[config.mk]
export PLATFORM = sky130hd
export DESIGN_NAME = ps2_kb_rx
export DESIGN_NICKNAME = d
export VERILOG_FILES = /design/src/rtl/ps2_kb_rx.sv
export SDC_FILE = /design/constraint.sdc
export NUM_CORES = 1
export LEC_CHECK = 0
export ABC_AREA = 1
export CORE_MARGIN = 1
export CORE_UTILIZATION = 55
export DETAILED_ROUTE_END_ITERATION = 7
export GPL_TIMING_DRIVEN = 0
export PLACE_DENSITY_LB_ADDON = 0.05
export SLEW_MARGIN = 10
export SYNTH_ARGS = -nofsm -noshare
export SYNTH_HDL_FRONTEND = slang
export SYNTH_SLANG_ARGS = --single-unit
[constraint.sdc]
create_clock -name clk -period 4.4 [get_ports clk]
set_clock_uncertainty 0.15 [all_clocks]
set_input_delay 1.32 -clock clk [delete_from_list [all_inputs] [get_ports clk]]
set_output_delay 1.32 -clock clk [all_outputs]
set_load 0.02 [all_outputs]
[src/rtl/ps2_kb_rx.sv]
// PS/2 keyboard receiver: sync/deglitch, 11-bit frame deserializer, E0/F0 prefix folding, key-word FIFO.
// Optional parity enforcement via PS2_KB_PARITY_CHECK_EN; raw clk fall to kb_ready is about 9 cycles.
module ps2_kb_rx #(
    parameter int FIFO_DEPTH     = 4,
    parameter int TIMEOUT_CYCLES = 2000
) (
    input  logic        clk,
    input  logic        reset_n,
    input  logic        ps2_clk_in,
    input  logic        ps2_data_in,
    input  logic        kb_ack,
    output logic [15:0] kb_data,
    output logic        kb_ready,
    output logic        frame_err,
    output logic        overflow
);

    localparam int PW = (FIFO_DEPTH > 2) ? $clog2(FIFO_DEPTH) : 1;
    localparam int CW = PW + 1;
    localparam int TW = $clog2(TIMEOUT_CYCLES + 1);

    typedef enum logic [1:0] {ST_IDLE, ST_DATA, ST_PARITY, ST_STOP} state_t;

    logic clk_s1_q, clk_s2_q, dat_s1_q, dat_s2_q;
    logic fclk_q, fclk_d, fclk_prev_q, fall_q, fall_d;
    logic [1:0] flt_cnt_q, flt_cnt_d;

    state_t          state_q, state_d;
    logic [2:0]      bit_cnt_q, bit_cnt_d;
    logic [7:0]      shift_q, shift_d;
    logic [TW-1:0]   to_cnt_q, to_cnt_d;
    logic            frame_err_q, frame_err_d;
    logic            byte_vld_q, byte_vld_d;
    logic            tmo;
`ifdef PS2_KB_PARITY_CHECK_EN
    logic            par_q, par_d;
`endif

    logic            ext_q, ext_d, brk_q, brk_d;
    logic            push;
    logic [15:0]     push_dat;

    logic [15:0]     mem_q [FIFO_DEPTH];
    logic [PW-1:0]   wr_ptr_q, wr_ptr_d, rd_ptr_q, rd_ptr_d;
    logic [CW-1:0]   cnt_q, cnt_d;
    logic            overflow_q, overflow_d;
    logic            pop, full, wr_en;

    // Clock line only changes after four consecutive disagreeing samples.
    always_comb begin
        fclk_d    = fclk_q;
        flt_cnt_d = 2'd0;
        if (clk_s2_q != fclk_q) begin
            if (flt_cnt_q == 2'd3) begin
                fclk_d = clk_s2_q;
            end else begin
                flt_cnt_d = flt_cnt_q + 2'd1;
            end
        end
        fall_d = fclk_prev_q & ~fclk_q;
    end

    always_comb begin
        state_d     = state_q;
        bit_cnt_d   = bit_cnt_q;
        shift_d     = shift_q;
        to_cnt_d    = to_cnt_q;
        frame_err_d = 1'b0;
        byte_vld_d  = 1'b0;
        tmo         = 1'b0;
`ifdef PS2_KB_PARITY_CHECK_EN
        par_d       = par_q;
`endif
        if (state_q != ST_IDLE) begin
            to_cnt_d = to_cnt_q + TW'(1);
        end
        if (fall_q) begin
            to_cnt_d = '0;
            case (state_q)
                ST_IDLE: begin
                    if (!dat_s2_q) begin
                        state_d   = ST_DATA;
                        bit_cnt_d = 3'd0;
                    end else begin
                        frame_err_d = 1'b1;
                    end
                end
                ST_DATA: begin
                    shift_d   = {dat_s2_q, shift_q[7:1]};
                    bit_cnt_d = bit_cnt_q + 3'd1;
                    if (bit_cnt_q == 3'd7) begin
                        state_d = ST_PARITY;
                    end
                end
                ST_PARITY: begin
`ifdef PS2_KB_PARITY_CHECK_EN
                    par_d = dat_s2_q;
`endif
                    state_d = ST_STOP;
                end
                default: begin
                    state_d = ST_IDLE;
`ifdef PS2_KB_PARITY_CHECK_EN
                    if (dat_s2_q && (^{shift_q, par_q})) begin
`else
                    if (dat_s2_q) begin
`endif
                        byte_vld_d = 1'b1;
                    end else begin
                        frame_err_d = 1'b1;
                    end
                end
            endcase
        end else if ((state_q != ST_IDLE) && (to_cnt_d == TW'(TIMEOUT_CYCLES))) begin
            state_d     = ST_IDLE;
            to_cnt_d    = '0;
            frame_err_d = 1'b1;
            tmo         = 1'b1;
        end
    end

    // shift_q stays put in IDLE, so it still holds the byte while byte_vld_q is up.
    always_comb begin
        ext_d    = ext_q;
        brk_d    = brk_q;
        push     = 1'b0;
        push_dat = {6'b0, ext_q, brk_q, shift_q};
        if (tmo) begin
            ext_d = 1'b0;
            brk_d = 1'b0;
        end else if (byte_vld_q) begin
            if (shift_q == 8'hE0) begin
                ext_d = 1'b1;
            end else if (shift_q == 8'hF0) begin
                brk_d = 1'b1;
            end else begin
                push  = 1'b1;
                ext_d = 1'b0;
                brk_d = 1'b0;
            end
        end
    end

    // A pop frees the slot, so a push alongside it is accepted even when full.
    always_comb begin
        pop        = kb_ack && (cnt_q != '0);
        full       = (cnt_q == CW'(FIFO_DEPTH));
        wr_en      = push && (!full || pop);
        overflow_d = push && full && !pop;
        wr_ptr_d   = wr_en ? wr_ptr_q + PW'(1) : wr_ptr_q;
        rd_ptr_d   = pop ? rd_ptr_q + PW'(1) : rd_ptr_q;
        cnt_d      = cnt_q;
        if (wr_en && !pop) begin
            cnt_d = cnt_q + CW'(1);
        end else if (!wr_en && pop) begin
            cnt_d = cnt_q - CW'(1);
        end
    end

    always_ff @(posedge clk or negedge reset_n) begin
        if (!reset_n) begin
            clk_s1_q    <= 1'b1;
            clk_s2_q    <= 1'b1;
            dat_s1_q    <= 1'b1;
            dat_s2_q    <= 1'b1;
            fclk_q      <= 1'b1;
            fclk_prev_q <= 1'b1;
            flt_cnt_q   <= 2'd0;
            fall_q      <= 1'b0;
            state_q     <= ST_IDLE;
            bit_cnt_q   <= 3'd0;
            shift_q     <= 8'd0;
            to_cnt_q    <= '0;
            frame_err_q <= 1'b0;
            byte_vld_q  <= 1'b0;
`ifdef PS2_KB_PARITY_CHECK_EN
            par_q       <= 1'b0;
`endif
            ext_q       <= 1'b0;
            brk_q       <= 1'b0;
            wr_ptr_q    <= '0;
            rd_ptr_q    <= '0;
            cnt_q       <= '0;
            overflow_q  <= 1'b0;
        end else begin
            clk_s1_q    <= ps2_clk_in;
            clk_s2_q    <= clk_s1_q;
            dat_s1_q    <= ps2_data_in;
            dat_s2_q    <= dat_s1_q;
            fclk_q      <= fclk_d;
            fclk_prev_q <= fclk_q;
            flt_cnt_q   <= flt_cnt_d;
            fall_q      <= fall_d;
            state_q     <= state_d;
            bit_cnt_q   <= bit_cnt_d;
            shift_q     <= shift_d;
            to_cnt_q    <= to_cnt_d;
            frame_err_q <= frame_err_d;
            byte_vld_q  <= byte_vld_d;
`ifdef PS2_KB_PARITY_CHECK_EN
            par_q       <= par_d;
`endif
            ext_q       <= ext_d;
            brk_q       <= brk_d;
            wr_ptr_q    <= wr_ptr_d;
            rd_ptr_q    <= rd_ptr_d;
            cnt_q       <= cnt_d;
            overflow_q  <= overflow_d;
        end
    end

    always_ff @(posedge clk) begin
        if (wr_en) begin
            mem_q[wr_ptr_q] <= push_dat;
        end
    end

    assign kb_ready  = (cnt_q != '0);
    assign kb_data   = kb_ready ? mem_q[rd_ptr_q] : 16'h0000;
    assign frame_err = frame_err_q;
    assign overflow  = overflow_q;

endmodule

# Word-level counts from Yosys, hierarchy flattened

Memory sizes are Yosys's and may differ from the RTL's.
Cells that the tools add are included.

Bitwise gates (word level): 2
Mux-type cells: 37
$add $sub $neg: 7
Equal/unequal tests: 14
Reductions and logical operators: 26

Operators with widths:

| cell                    | count |
|---|---|
| $mux W11                | 3 |
| $mux W1                 | 21 |
| $eq A8 B8 Y1 const B    | 2 |
| $mux W16                | 1 |
| $mux W2                 | 6 |
| $add A11 B1 Y11 const B | 1 |
| $eq A11 B11 Y1 const B  | 1 |
| $reduce_bool A2 Y1      | 5 |
| $mux W3                 | 3 |
| $ne A3 B3 Y1 const B    | 3 |
| $reduce_and A2 Y1       | 4 |
| $logic_and A1 B1 Y1     | 7 |
| $add A2 B1 Y2 const B   | 3 |
| $add A3 B1 Y3 const B   | 2 |
| $eq A3 B3 Y1 const B    | 2 |
| $pmux W2 S3             | 1 |
| $pmux W3 S2             | 1 |
| $reduce_and A3 Y1       | 2 |
| $eq A2 B2 Y1 const B    | 2 |
| $ne A2 B2 Y1 const B    | 2 |
| $logic_not A1 Y1        | 3 |
| $reduce_bool A3 Y1      | 1 |
| $reduce_or A3 Y1        | 1 |
| $sub A3 B1 Y3 const B   | 1 |
| 8 further kinds         | 8 |

Bits in writable memories: 40
Register bits: 45
Memories kept: 1

Memories:

| name  | words | width | rd ports | clocked after Yosys merged registers in | write ports | line | source |
|---|---|---|---|---|---|---|---|
| mem_q | 4     | 10    | 1        | 0                                       | 1           | 43   | `logic [15:0] mem_q [FIFO_DEPTH];` |

# Depth between registers and ports, before layout

Gate-level depths: netlist of run 1.

Depth after elaboration: 12
Mapped depth: 20
Depth with buffers taken out: 20

# Worst setup path before layout of run 1

No wires, ideal clock.

Path kind: in2reg
From: input port kb_ack
To: register cnt_q[1]
Slack: 1.511 ns
Arrival time: 2.614 ns
Library setup time: 0.125 ns
Stages on the path: 8
Path through: inv_1 nand3_1 nand3_4 inv_1 ha_1 inv_1 fa_1 mux2_2

RTL lines:

| item                   | line | source |
|---|---|---|
| start: declaration     | 11   | `input logic kb_ack,` |
| $logic_and A1 B1 Y1    | 146  | `pop = kb_ack && (cnt_q != '0);` |
| $logic_or A1 B1 Y1     | 148  | `wr_en = push && (!full \|\| pop);` |
| $logic_and A1 B1 Y1    | 148  |  |
| named net wr_en        | 47   | `logic pop, full, wr_en;` |
| $logic_and A1 B1 Y1    | 153  | `if (wr_en && !pop) begin` |
| $mux W3                | 153  |  |
| named net cnt_d[1]     | 45   | `logic [CW-1:0] cnt_q, cnt_d;` |
| end signal: assignment | 207  | `cnt_q <= cnt_d;` |
| end: declaration       | 45   |  |

The timed path passes the listed nets, and every way through them passes these cells.
A chain may end at the register's enable or synchronous reset.

# Worst setup path after layout of run 1

From: register rd_ptr_q[0]
To: output port kb_data[6]

Longest elaborated chain between the ends: 2

Ends and longest elaborated chain:

| item                     | line | source |
|---|---|---|
| start: declaration       | 44   | `logic [PW-1:0] wr_ptr_q, wr_ptr_d, rd_ptr_q, rd_ptr_d;` |
| start signal: assignment | 206  | `rd_ptr_q <= rd_ptr_d;` |
| $mem_v2 Z4 W10           | n/a  |  |
| $mux W16                 | 219  | `assign kb_data = kb_ready ? mem_q[rd_ptr_q] : 16'h0000;` |
| end: declaration         | 12   | `output logic [15:0] kb_data,` |

Every way passes these cells.

==> qor.tcl, run 1 <==
set qor(outcome) {complete, no violations}
set qor(switching_power_total_w) 0.0009372
set qor(setup_viol) 0
set qor(cts.sinks) 85
set qor(synth.yosys.warnings) 0
set qor(detailed_place_hpwl_mm) 4.670
set qor(min_from) {dat_s1_q}
set qor(wl_mm) 6.801
set qor(final_layout_size_suffix_gt1_frac) 0.1221
set qor(cellPowerDensity_mw_per_mm2) 577.6
set qor(maxCapViolations) 0
set qor(synth.top_cell.area_share) 0.3083
set qor(synthToLayoutAreaGrowth_pct) 14.19
set qor(timing.hold.worst_endpoint) {dat_s2_q}
set qor(synth_edf_count) 40
set qor(syn-cell-area_mm2) 0.003896
set qor(start_util) 0.5703
set qor(slew-limit-headroom) 0.2977
set qor(synth_commonest_cells) {68 x sky130_fd_sc_hd__nor2_1, 57 x sky130_fd_sc_hd__nand2_1, 40 x sky130_fd_sc_hd__edfxtp_1, 40 x sky130_fd_sc_hd__inv_1, 39 x sky130_fd_sc_hd__dfrtp_1}
set qor(worst_ep_required_time_ns) 2.93
set qor(synth-seq-cells) 85
set qor(synth.top_cells.by_area) {sky130_fd_sc_hd__edfxtp_1 31%, sky130_fd_sc_hd__dfrtp_1 25%, sky130_fd_sc_hd__nor2_1 6.6%}
set qor(gpl.final_weighted_congestion) 0.7491
set qor(synthesis.instances) 387
set qor(min_period_over_period) 0.8817
set qor(final_antenna_net_count) 0
set qor(post_cts.resized_instances) 0
set qor(finalCriticalPeriod_ns) 3.880
set qor(drt-wirelength-per-cell_um) 13.03
set qor(sw_frac_of_total) 0.3647
set qor(data_arrival_at_the_endpoint_of_the_critical_path_ns) 2.41
set qor(comb_power_share) 0.349
set qor(clkPwrFrac) 0.241
set qor(cp-end-kind) {primary output}
set qor(r2r_cells) 16
set qor(fp.coreArea_mm2) 0.006832
set qor(worst-setup-path-type) {reg2out}
set qor(grt_util_all_layers) 0.2044
set qor(core.rowCount) 30
set qor(drc_errors) 0
set qor(antenna_found_initial) 0
set qor(die_w_um) 86.17
set qor(post_synth.cell_area_avg_um2) 10.07
set qor(final-max-slew-violation-count) 0
set qor(grt.overflow.total) 0
set qor(worst-path-max-fanout) 10
set qor(ioPinCount) 24
set qor(achievable-frequency_mhz) 257.8
set qor(timing.hold.worst.class) {reg2reg}
set qor(clk_transition_reported_paths_ns) 0.09
set qor(clock-root-buffer) {sky130_fd_sc_hd__clkbuf_8}
set qor(ys_seq_area_frac) 0.5992
set qor(yosysTopAreaCell) {sky130_fd_sc_hd__edfxtp_1}
set qor(quantity_of_i_o_buffers_inserted_on_ports) 17
set qor(rsz0062_at_grt) {false}
set qor(layout.nets) 440
set qor(max_slew.worst_pin.slew_ns) 1.050
set qor(cts_max_path_buffers) 2
set qor(numCtsBuffers) 9
set qor(worst_skew_pair.late_latency_ns) 0.35
set qor(cts-hold-fix-buffers) 0
set qor(cts_max_level) 3
set qor(async_sr_flop_fraction) 0.5294
set qor(drt-initial-drc-count) 100
set qor(clock_tree_from_tritoncts) {yes}
set qor(netlist-cell-type-count) 36
set qor(vdd.ir_drop.worst_mv) 0.2851
set qor(dr_pass1_iterations) 4
set qor(worst_r2r_endpoint) {cnt_q[1]}
set qor(grt_start_max_net_pins) 27
set qor(grt_pass1_vias) 2482
set qor(routed-via-count) 2575
set qor(r2r_setup_slack_ns) 1.25
set qor(internal_power_w) 0.001633
set qor(cts_setup_buffers) 0
set qor(sequential_fraction_of_design_power) 0.410
set qor(yosys.cell_count.top_type) {sky130_fd_sc_hd__nor2_1}
set qor(synth_flop_cell) {sky130_fd_sc_hd__edfxtp_1}
set qor(timing.final.hold_violations) 0
set qor(leakage_nw) 1.893
set qor(filler_cell_count) 551
set qor(fin_total_pwr_w) 0.002570
set qor(worst_r2r_startpoint) {state_q[0]}
set qor(global_route_wire_length_before_repair_mm) 11.27
set qor(floorplan.die_area_mm2) 0.007424
set qor(fp.dieH_um) 86.17
set qor(drt-vias-per-instance) 4.933
set qor(setup.worst_path.start_class) {flop}
set qor(diodes) 0
set qor(worstHoldPathCells) 0
set qor(setup_total_negative_slack_ns) 0
-- logic make-up (layout without fill, tap and decap cells) --
kind of cell | count (synthesis) | count (layout) | share of synthesized area
multiplexers | 3 | 3 | 0.008349
other | 1 | 6 | 0.0009625
flip-flops | 85 | 85 | 0.5992
AND/OR/NAND/NOR | 166 | 166 | 0.1978
XOR/XNOR | 5 | 5 | 0.01124
AO/OA/AOI/OAI | 56 | 56 | 0.07418
buffers and inverters | 57 | 91 | 0.06133
adder cells (fa/ha/maj) | 14 | 14 | 0.04689
-- stage by stage --
stage	area [um2]	util	setup slack, ns	hold slack [ns]	std cells
6_report	4449	0.6513	0.5203	0.2120	522
5_1_grt	4449	0.6513	0.4023	0.2170	522
4_1_cts	4449	0.6513	0.4934	0.2113	522
3_5_place_dp	4220	0.6178	0.8507	0.1987	506
3_3_place_gp	4205	0.6156	0.6566	0.1959	505
2_1_floorplan	3915	-	1.511	0.1952	392
-- cells in the final DEF, fill, tap and decap left out, drive strengths merged, types with 9 or more instances in the layout --
cell / instances
inv: 45
nor2: 73
o21ai: 36
buf: 9
a21oi: 16
nand3: 18
nand2: 65
dfrtp: 39
clkdlybuf4s50: 16
clkbuf: 17
ha: 13
edfxtp: 40
-- worst max-delay path: stages (launching register included) --
cell and delay [ns]:
sky130_fd_sc_hd__dfrtp_1 0.47, sky130_fd_sc_hd__buf_1 0.44, sky130_fd_sc_hd__nor2_1 0.11, sky130_fd_sc_hd__nor2_1 0.11
sky130_fd_sc_hd__o21ai_0 0.09, sky130_fd_sc_hd__a21oi_1 0.20, sky130_fd_sc_hd__clkdlybuf4s50_1 0.64
-- flip-flops by register name, summed over array words and instances (netlist names) --
name / flops
clk_s1_q: 1
rd_ptr_q: 2
cnt_q: 3
clk_s2_q: 1
fclk_prev_q: 1
overflow: 1
to_cnt_q: 11
fall_q: 1
fclk_q: 1
mem_q: 40
flt_cnt_q: 2
state_q: 2
wr_ptr_q: 2
frame_err: 1
byte_vld_q: 1
shift_q: 8
dat_s2_q: 1
dat_s1_q: 1
bit_cnt_q: 3
ext_q: 1
brk_q: 1
-- routing by layer --
metal,vias up,GRT usage,part of all wire
met2,41,0.3745,0.53
met4,0,0.08182,0.0076
met5,-,0,0
li1,1319,-,-
met1,1208,0.2310,0.43
met3,7,0.04427,0.027
-- how the worst max path moves through the flow --
stage,start,end,slack [ns],cells after the start
after floorplan,kb_ack,cnt_q[1],1.51,8
after global placement,reset_n,shift_q[0],0.66,1
after detailed placement,kb_ack,mem_q[0][0],0.85,5
after CTS,rd_ptr_q[0],kb_data[6],0.49,6
after global routing,rd_ptr_q[0],kb_data[7],0.40,6
final,rd_ptr_q[0],kb_data[6],0.52,6
-- cell type report --
cell class / instances / area, um2 / share of cell area
Buffer: 15 / 78.83 / 0.01772
Multi-Input combinational cell: 250 / 1341 / 0.3015
Timing Repair Buffer: 18 / 185.2 / 0.04162
Inverter: 42 / 160.2 / 0.03600
Tap cell: 96 / 120.1 / 0.02700
Clock inverter: 7 / 105.1 / 0.02362
Sequential cell: 85 / 2335 / 0.5247
Clock buffer: 9 / 123.9 / 0.02784
-- power groups by stage --
| stage | Sequential (W) | Clock [W] | Combinational (W) |
|---|---|---|---|
| global route | 0.00107 | 0.000665 | 0.000995 |
| finish | 0.00105 | 0.000619 | 0.000896 |
| detailed placement | 0.00107 | 0 | 0.000903 |
| global placement | 0.00106 | 0 | 0.000879 |
| floorplan | 0.00104 | 0 | 0.000604 |
| CTS | 0.00105 | 0.000633 | 0.000906 |
(Power assumes the default switching activity.)
==> run 2: changes to the inputs <==
- RECOVER_POWER: not set -> 50
- clock period: 4.4 -> 4.29 ns (I/O delays scaled with it)
==> run 2 against run 1 <==
Compared with the run above:
- routed wire length increased by 0.28%
- total power increased by 2.2%
- design area decreased by 0.48%
- die area unchanged
- non-clock buffer count unchanged
- largest cell class unchanged
- via count increased by 0.35%
- final cell count unchanged
- setup slack got worse by 0.080 ns
- global-route usage unchanged
- register-to-register slack got worse by 0.31 ns
==> qor.tcl, run 2 (synthesized netlist as in run 1, its figures left out) <==
set qor(outcome) {complete, no violations}
set qor(setup.worst_path.start_class) {flop}
set qor(start_util) 0.5703 ;# unchanged
set qor(maxCapViolations) 0 ;# unchanged
set qor(worst_ep_required_time_ns) 2.85 ;# -0.08 ns
set qor(sw_frac_of_total) 0.3649 ;# about the same
set qor(setup_total_negative_slack_ns) 0 ;# unchanged
set qor(final_antenna_net_count) 0 ;# unchanged
set qor(worst_skew_pair.late_latency_ns) 0.35 ;# about the same
set qor(worst_r2r_endpoint) {mem_q[0][7]}
set qor(critical_path_cell_count) 6 ;# unchanged
set qor(gpl.final_weighted_congestion) 0.7491 ;# unchanged
set qor(min_period_over_period) 0.8973
set qor(global_route_wire_length_before_repair_mm) 11.27 ;# unchanged
set qor(filler_cell_count) 556 ;# +0.91%
set qor(max_slew.worst_pin.slew_ns) 1.414 ;# +0.3641 ns
set qor(final_common_cell) {sky130_fd_sc_hd__nor2_1}
set qor(clock_tree_from_tritoncts) {yes}
set qor(cts_max_path_buffers) 2 ;# unchanged
set qor(antenna_found_initial) 0 ;# unchanged
set qor(data_arrival_at_the_endpoint_of_the_critical_path_ns) 2.41 ;# about the same
set qor(switching_power_total_w) 0.0009583 ;# +2.3%
set qor(timing.final.hold_violations) 0 ;# unchanged
set qor(crit_start) {rd_ptr_q[0]}
set qor(cts_setup_buffers) 0 ;# unchanged
set qor(place_worst_setup_slack_ns) 0.7737 ;# -0.07700 ns
set qor(internal_power_w) 0.001668 ;# +2.2%
set qor(fp.dieH_um) 86.17 ;# unchanged
set qor(r2r_setup_slack_ns) 0.94 ;# -0.31 ns
set qor(post_cts.resized_instances) 0 ;# unchanged
set qor(end_of_the_critical_path) {kb_data[6]}
set qor(clk_transition_reported_paths_ns) 0.09 ;# about the same
set qor(drt-wirelength-per-cell_um) 13.07 ;# +0.28%
set qor(quantity_of_i_o_buffers_inserted_on_ports) 17 ;# unchanged
set qor(ioPinCount) 24 ;# unchanged
set qor(largestRegisters) {mem_q x40, to_cnt_q x11, shift_q x8}
set qor(synthToLayoutAreaGrowth_pct) 13.65
set qor(timing.hold.worst.class) {reg2reg}
set qor(comb_power_share) 0.347 ;# -0.002
set qor(sequential_fraction_of_design_power) 0.411 ;# about the same
set qor(clkPwrFrac) 0.242 ;# about the same
set qor(most-common-layout-cells) {68 x sky130_fd_sc_hd__nor2_1, 58 x sky130_fd_sc_hd__nand2_1, 40 x sky130_fd_sc_hd__inv_1, 40 x sky130_fd_sc_hd__edfxtp_1, 39 x sky130_fd_sc_hd__dfrtp_1}
set qor(finalInstanceArea_mm2) 0.004428 ;# -0.48%
set qor(clock-root-buffer) {sky130_fd_sc_hd__clkbuf_8}
set qor(cp-end-kind) {primary output}
set qor(r2r_cells) 14 ;# -2
set qor(critPathTopFamily) {buffers and inverters}
set qor(fp.coreArea_mm2) 0.006832 ;# unchanged
set qor(finalCriticalPeriod_ns) 3.849
set qor(drt-initial-drc-count) 105 ;# +5.0%
set qor(routed-via-count) 2584 ;# +0.35%
set qor(final_layout_size_suffix_gt1_frac) 0.1127 ;# -0.009390
set qor(final-max-slew-violation-count) 0 ;# unchanged
set qor(path_cells) {clkbuf_1 > nor2_1 > nor2_1 > o21ai_0 > a21oi_1 > clkdlybuf4s50_1}
set qor(achievable-frequency_mhz) 259.8
set qor(grt_util_all_layers) 0.2044 ;# unchanged
set qor(dr_pass1_iterations) 5 ;# +1
set qor(cts_max_level) 3 ;# unchanged
set qor(core.rowCount) 30 ;# unchanged
set qor(cts.sinks) 85 ;# unchanged
set qor(cts-hold-fix-buffers) 0 ;# unchanged
set qor(leakage_nw) 1.875 ;# -0.94%
set qor(layout.nets) 440 ;# unchanged
set qor(buf_inv_stages_crit_path) 2 ;# unchanged
set qor(setup_viol) 0 ;# unchanged
set qor(cellPowerDensity_mw_per_mm2) 593.2 ;# +2.7%
set qor(fin_total_pwr_w) 0.002627 ;# +2.2%
set qor(floorplan.die_area_mm2) 0.007424 ;# unchanged
set qor(grt.overflow.total) 0 ;# unchanged
set qor(finalWorstSetupSlack_ns) 0.4405 ;# -0.07977 ns
set qor(worst_stage_delay_on_the_critical_path_ns) 0.64 ;# about the same
set qor(largest_register_ffs) 40 ;# unchanged
set qor(worst-setup-path-type) {reg2out}
set qor(grt_start_max_net_pins) 27 ;# unchanged
set qor(post_layout_cell_count) 522 ;# unchanged
set qor(numPlacedInstances) 506 ;# unchanged
set qor(drc_errors) 0 ;# unchanged
set qor(wl_mm) 6.820 ;# +0.28%
set qor(diodes) 0 ;# unchanged
set qor(register_with_the_highest_flop_count) {mem_q}
set qor(detailed_place_hpwl_mm) 4.670 ;# unchanged
set qor(drt-vias-per-instance) 4.950 ;# +0.35%
set qor(vdd.ir_drop.worst_mv) 0.2918 ;# +2.4%
set qor(numCtsBuffers) 9 ;# unchanged
set qor(worst_r2r_startpoint) {state_q[0]}
set qor(critical_path.slowest_cell) {sky130_fd_sc_hd__clkdlybuf4s50_1}
set qor(rsz0062_at_grt) {false}
set qor(worst-path-max-fanout) 10 ;# unchanged
set qor(slew-limit-headroom) 0.05757 ;# -0.2401
set qor(dpl-instance-area_mm2) 0.004220 ;# unchanged
set qor(die_w_um) 86.17 ;# unchanged
set qor(critical-path-top-cell-by-count) {sky130_fd_sc_hd__nor2_1}
set qor(grt_pass1_vias) 2482 ;# unchanged
## run 2: how the worst min path moves through the flow
stage | from | endpoint | cells after the start
after floorplan | clk_s1_q | clk_s2_q | 0
after CTS | dat_s1_q | dat_s2_q | 0
final | dat_s1_q | dat_s2_q | 0
after global routing | clk_s1_q | clk_s2_q | 0
after detailed placement | dat_s1_q | dat_s2_q | 0
after global placement | clk_s1_q | clk_s2_q | 0
## run 2: final cells by class
class                   instances  area, um2  share of cell area
clock buffers                   9      123.9             0.02797
clock inverters                 7      105.1             0.02374
inverters                      42      158.9             0.03589
repair buffers                 18      167.7             0.03786
flip-flops and latches         85       2335              0.5273
plain buffers                  15      78.83             0.01780
well taps                      96      120.1             0.02713
multi-input cells             250       1339              0.3023
## run 2: per-layer routing
layer | vias to the layer above | part of all wire | GRT usage
met3 | 7 | 0.026 | 0.04427
met5 | - | 0 | 0
met4 | 0 | 0.0075 | 0.08182
li1 | 1318 | - | -
met1 | 1219 | 0.43 | 0.2310
met2 | 40 | 0.53 | 0.3745
## run 2: power groups by stage
stage          combinational, W  sequential [W]  clock (W)
6_report               0.000912         0.00108   0.000636
3_5_place_dp           0.000926         0.00110          0
5_1_grt                 0.00101         0.00110   0.000682
4_1_cts                0.000929         0.00108   0.000649
2_1_floorplan          0.000619         0.00107          0
3_3_place_gp           0.000902         0.00109          0
## run 2: through the flow
| step | utilization | hold slack (ns) |
|---|---|---|
| after floorplan | - | 0.1952 |
| after global placement | 0.6156 | 0.1959 |
| final | 0.6482 | 0.2120 |
| after detailed placement | 0.6178 | 0.1987 |
| after global routing | 0.6482 | 0.2170 |
| after CTS | 0.6513 | 0.2113 |
==> run 3: changes to the inputs <==
- ABC_AREA: 1 -> not set
- PLACE_DENSITY: not set -> 0.85
- PLACE_DENSITY_LB_ADDON: 0.05 -> not set
==> run 3 against run 2 <==
Compared with the run above:
- the run now ends with capacitance limit, slew limit left
- final cell count fell by 23%
- largest power group unchanged
- area after synthesis fell by 1.4%
- maximum frequency fell by 0.36%
- worst hold slack got worse by 0.0036 ns
- via count fell by 15%
- die area fell by 1.4%
- combinational power rose by 1%
- non-clock buffer count rose by 2
- routed wire length fell by 5.3%
- critical endpoint unchanged
==> qor.tcl, run 3 <==
set qor(worst_stage_delay_on_the_critical_path_ns) 0.56 ;# -0.08 ns
set qor(synth.yosys.warnings) 0 ;# unchanged
set qor(fp.dieH_um) 85.57 ;# -0.69%
set qor(maxCapViolations) 1 ;# +1
set qor(synth_xor_xnor_area_share) 0.04788 ;# +0.03664
set qor(gpl.final_weighted_congestion) 0.8591 ;# +15%
set qor(detailed_place_hpwl_mm) 4.364 ;# -6.6%
set qor(fp.coreArea_mm2) 0.006756 ;# -1.1%
set qor(vdd.ir_drop.worst_mv) 0.2906 ;# -0.42%
set qor(async_sr_flop_fraction) 0.5294 ;# unchanged
set qor(synth-adder-area-share) 0.04756 ;# +0.0006720
set qor(critical_path.slowest_cell) {sky130_fd_sc_hd__mux4_2}
set qor(cp-end-kind) {primary output}
set qor(hold_slack_ns) 0.2084 ;# -0.003578 ns
set qor(drt-vias-per-instance) 5.493 ;# +11%
set qor(largest_register_ffs) 40 ;# unchanged
set qor(clock-root-buffer) {sky130_fd_sc_hd__clkbuf_8}
set qor(cts_max_level) 3 ;# unchanged
set qor(outcome) {finished, violations left}
set qor(worst_skew_pair.late_latency_ns) 0.36 ;# about the same
set qor(worst-path-max-fanout) 10 ;# unchanged
set qor(buf_inv_stages_crit_path) 2 ;# unchanged
set qor(final_antenna_net_count) 0 ;# unchanged
set qor(ioPinCount) 24 ;# unchanged
set qor(netlist-cell-type-count) 54 ;# +50%
set qor(synth_flop_cell) {sky130_fd_sc_hd__edfxtp_1}
set qor(critPathTopFamily) {buffers and inverters}
set qor(ys_seq_area_frac) 0.6078 ;# +0.008588
set qor(yosys.cell_count.top_type) {sky130_fd_sc_hd__edfxtp_1}
set qor(clk_transition_reported_paths_ns) 0.09 ;# about the same
set qor(synth.top_cell.area_share) 0.3127 ;# +0.004418
set qor(final-max-slew-violation-count) 34 ;# +34
set qor(numCtsBuffers) 9 ;# unchanged
set qor(global_route_wire_length_before_repair_mm) 10.85 ;# -3.7%
set qor(cts_max_path_buffers) 2 ;# unchanged
set qor(grt_pass1_vias) 2302 ;# -7.3%
set qor(path_cells) {clkbuf_2 > mux4_2 > and2_1 > clkdlybuf4s50_1}
set qor(cellPowerDensity_mw_per_mm2) 627.4 ;# +5.8%
set qor(drc_errors) 0 ;# unchanged
set qor(synth-seq-cells) 85 ;# unchanged
set qor(worst_ep_required_time_ns) 2.85 ;# about the same
set qor(wl_mm) 6.457 ;# -5.3%
set qor(post_synth.cell_area_avg_um2) 13.57 ;# +35%
set qor(achievable-frequency_mhz) 258.8 ;# -0.36%
set qor(fin_total_pwr_w) 0.002731 ;# +4.0%
set qor(synth_commonest_cells) {40 x sky130_fd_sc_hd__edfxtp_1, 39 x sky130_fd_sc_hd__dfrtp_1, 32 x sky130_fd_sc_hd__nand2_1}
set qor(die_w_um) 85.57 ;# -0.69%
set qor(routed-via-count) 2208 ;# -15%
set qor(min_period_over_period) 0.9006 ;# +0.003246
set qor(data_arrival_at_the_endpoint_of_the_critical_path_ns) 2.43 ;# +0.02 ns
set qor(max_slew.worst_pin.slew_ns) 1.717 ;# +0.3036 ns
set qor(setup_viol) 0 ;# unchanged
set qor(synthesized_area_fraction_occupied_by_ao_oa_aoi_and_oai_cells) 0.04723 ;# -0.02695
set qor(clock_tree_from_tritoncts) {yes}
set qor(yosysTopAreaCell) {sky130_fd_sc_hd__edfxtp_1}
set qor(grt.overflow.total) 0 ;# unchanged
set qor(floorplan.die_area_mm2) 0.007322 ;# -1.4%
set qor(dr_pass1_iterations) 4 ;# -1
set qor(grt_start_max_net_pins) 34 ;# +26%
set qor(leakage_nw) 1.742 ;# -7.1%
set qor(filler_cell_count) 497 ;# -11%
set qor(cts.sinks) 85 ;# unchanged
set qor(layout.nets) 336 ;# -24%
set qor(setup_total_negative_slack_ns) 0 ;# unchanged
set qor(register_with_the_highest_flop_count) {mem_q}
set qor(final_common_cell) {sky130_fd_sc_hd__edfxtp_1}
set qor(antenna_found_initial) 0 ;# unchanged
set qor(synth_edf_count) 40 ;# unchanged
set qor(diodes) 0 ;# unchanged
set qor(slew-limit-headroom) -0.1448 ;# -0.2024
set qor(drt-initial-drc-count) 119 ;# +13%
set qor(start_util) 0.5685 ;# -0.001811
set qor(rsz0062_at_grt) {false}
set qor(timing.hold.worst.class) {reg2reg}
set qor(simple_gate_share_of_the_synthesized_area) 0.1309 ;# -0.06687
set qor(place_worst_setup_slack_ns) 0.4103 ;# -0.3634 ns
set qor(synthesis.instances) 283 ;# -27%
set qor(worst-setup-path-type) {reg2out}
set qor(finalCriticalPeriod_ns) 3.863 ;# +0.01393 ns
set qor(drt-wirelength-per-cell_um) 16.06 ;# +23%
set qor(synthToLayoutAreaGrowth_pct) 13.32
set qor(synth.top_cells.by_area) {sky130_fd_sc_hd__edfxtp_1 31%, sky130_fd_sc_hd__dfrtp_1 25%, sky130_fd_sc_hd__mux4_2 5.9%}
set qor(violations) {capacitance limit, slew limit}
set qor(quantity_of_i_o_buffers_inserted_on_ports) 17 ;# unchanged
set qor(setup.worst_path.start_class) {flop}
set qor(synth_top_family_by_area) {simple AND/OR/NAND/NOR gates}
set qor(cts-hold-fix-buffers) 0 ;# unchanged
set qor(syn-cell-area_mm2) 0.003841 ;# -1.4%
set qor(final_layout_size_suffix_gt1_frac) 0.1708 ;# +0.05813
set qor(largestRegisters) {mem_q x40, to_cnt_q x11, shift_q x8}
set qor(most-common-layout-cells) {40 x sky130_fd_sc_hd__edfxtp_1, 39 x sky130_fd_sc_hd__dfrtp_1, 32 x sky130_fd_sc_hd__nand2_1}
set qor(core.rowCount) 30 ;# unchanged
set qor(grt_util_all_layers) 0.1993 ;# -0.005165
set qor(finalWorstSetupSlack_ns) 0.4266 ;# -0.01393 ns
set qor(synth.area.mux_share) 0.07622 ;# +0.06787
set qor(timing.final.hold_violations) 0 ;# unchanged
==> run 3: cell types whose count changed in the layout (fill, tap and decap cells not counted), moves of 6 or more <==
cell,previous run,this run
sky130_fd_sc_hd__and2_1,0,10
sky130_fd_sc_hd__mux4_2,0,10
sky130_fd_sc_hd__o21ai_0,34,5
sky130_fd_sc_hd__inv_1,40,11
sky130_fd_sc_hd__xor2_1,3,9
sky130_fd_sc_hd__a21oi_1,16,6
sky130_fd_sc_hd__xnor2_1,2,12
sky130_fd_sc_hd__nand3_1,13,6
sky130_fd_sc_hd__nand2_1,58,32
sky130_fd_sc_hd__nand2_2,6,0
sky130_fd_sc_hd__nor2_1,68,16
==> run 3: cell families (layout without fill, tap and decap cells) <==
group	after synthesis	after routing
XOR/XNOR	21	21
multiplexers	16	16
flip-flops	85	85
AO/OA/AOI/OAI	26	26
AND/OR/NAND/NOR	92	92
buffers and inverters	28	62
adder cells (fa/ha/maj)	14	14
other	1	6
==> run 3: power by group <==
part	switching, W	leakage (nW)	total (W)	internal [W]
registers	0.000155	0.916	0.00118	0.00102
clock network	0.000284	0.114	0.000630	0.000346
logic	0.000465	0.712	0.000923	0.000457
total	0.000905	1.74	0.00273	0.00183
==> run 3: worst register-to-register path, delay by kind of cell (launching register included) <==
kind | cells | cell delay, ns
AOI/OAI and AO/OA | 1 | 0.20
adders and majority gates | 3 | 0.92
buffers and inverters | 3 | 0.33
DFF | 1 | 0.41
muxes | 1 | 0.27
and+or+nand+nor | 4 | 1.11
==> run 3: timing repair <==
item                       4_1_cts  5_1_grt
hold endpoints to repair         0        0
gates resized for setup          0        2
setup endpoints to repair        0        8
buffers inserted                 0        0
==> run 3: final cells by class <==
cell class / count / area, um2 / area share
sequential: 85 / 2335 / 0.5364
multi-input combinational: 175 / 1366 / 0.3139
timing repair buffer: 18 / 167.7 / 0.03852
clock buffer: 11 / 141.4 / 0.03248
buffer: 17 / 118.9 / 0.02731
tap: 80 / 100.1 / 0.02300
clock inverter: 5 / 82.58 / 0.01897
inverter: 11 / 41.29 / 0.009485
==> run 3: layer usage <==
| layer | routed length [um] | global-route usage | vias to the layer above |
|---|---|---|---|
| met5 | 0 | 0 | - |
| met4 | 153 | 0.1000 | 0 |
| met3 | 180 | 0.04331 | 12 |
| met2 | 3348 | 0.3476 | 44 |
| met1 | 2774 | 0.2339 | 1091 |
| li1 | - | - | 1061 |
==> run 3: final timing paths <==
path	startpoint	end	slack [ns]	depth (start not counted)
worst min register to register	dat_s1_q	dat_s2_q	0.21	0
max in group asynchronous	reset_n	shift_q[6]	1.19	2
worst max register to register	state_q[0]	cnt_q[1]	0.81	12
worst max-delay path	rd_ptr_q[0]	kb_data[6]	0.43	4
min in group asynchronous	reset_n	to_cnt_q[0]	0.78	1
worst min-delay path	dat_s1_q	dat_s2_q	0.21	0
==> run 3: stage by stage <==
stage / utilization / instance area [um2] / instances
6_report: 0.6443 / 4353 / 402
4_1_cts: 0.6467 / 4369 / 402
2_1_floorplan: - / 3860 / 288
3_5_place_dp: 0.6135 / 4145 / 386
5_1_grt: 0.6443 / 4353 / 402
3_3_place_gp: 0.6113 / 4130 / 385
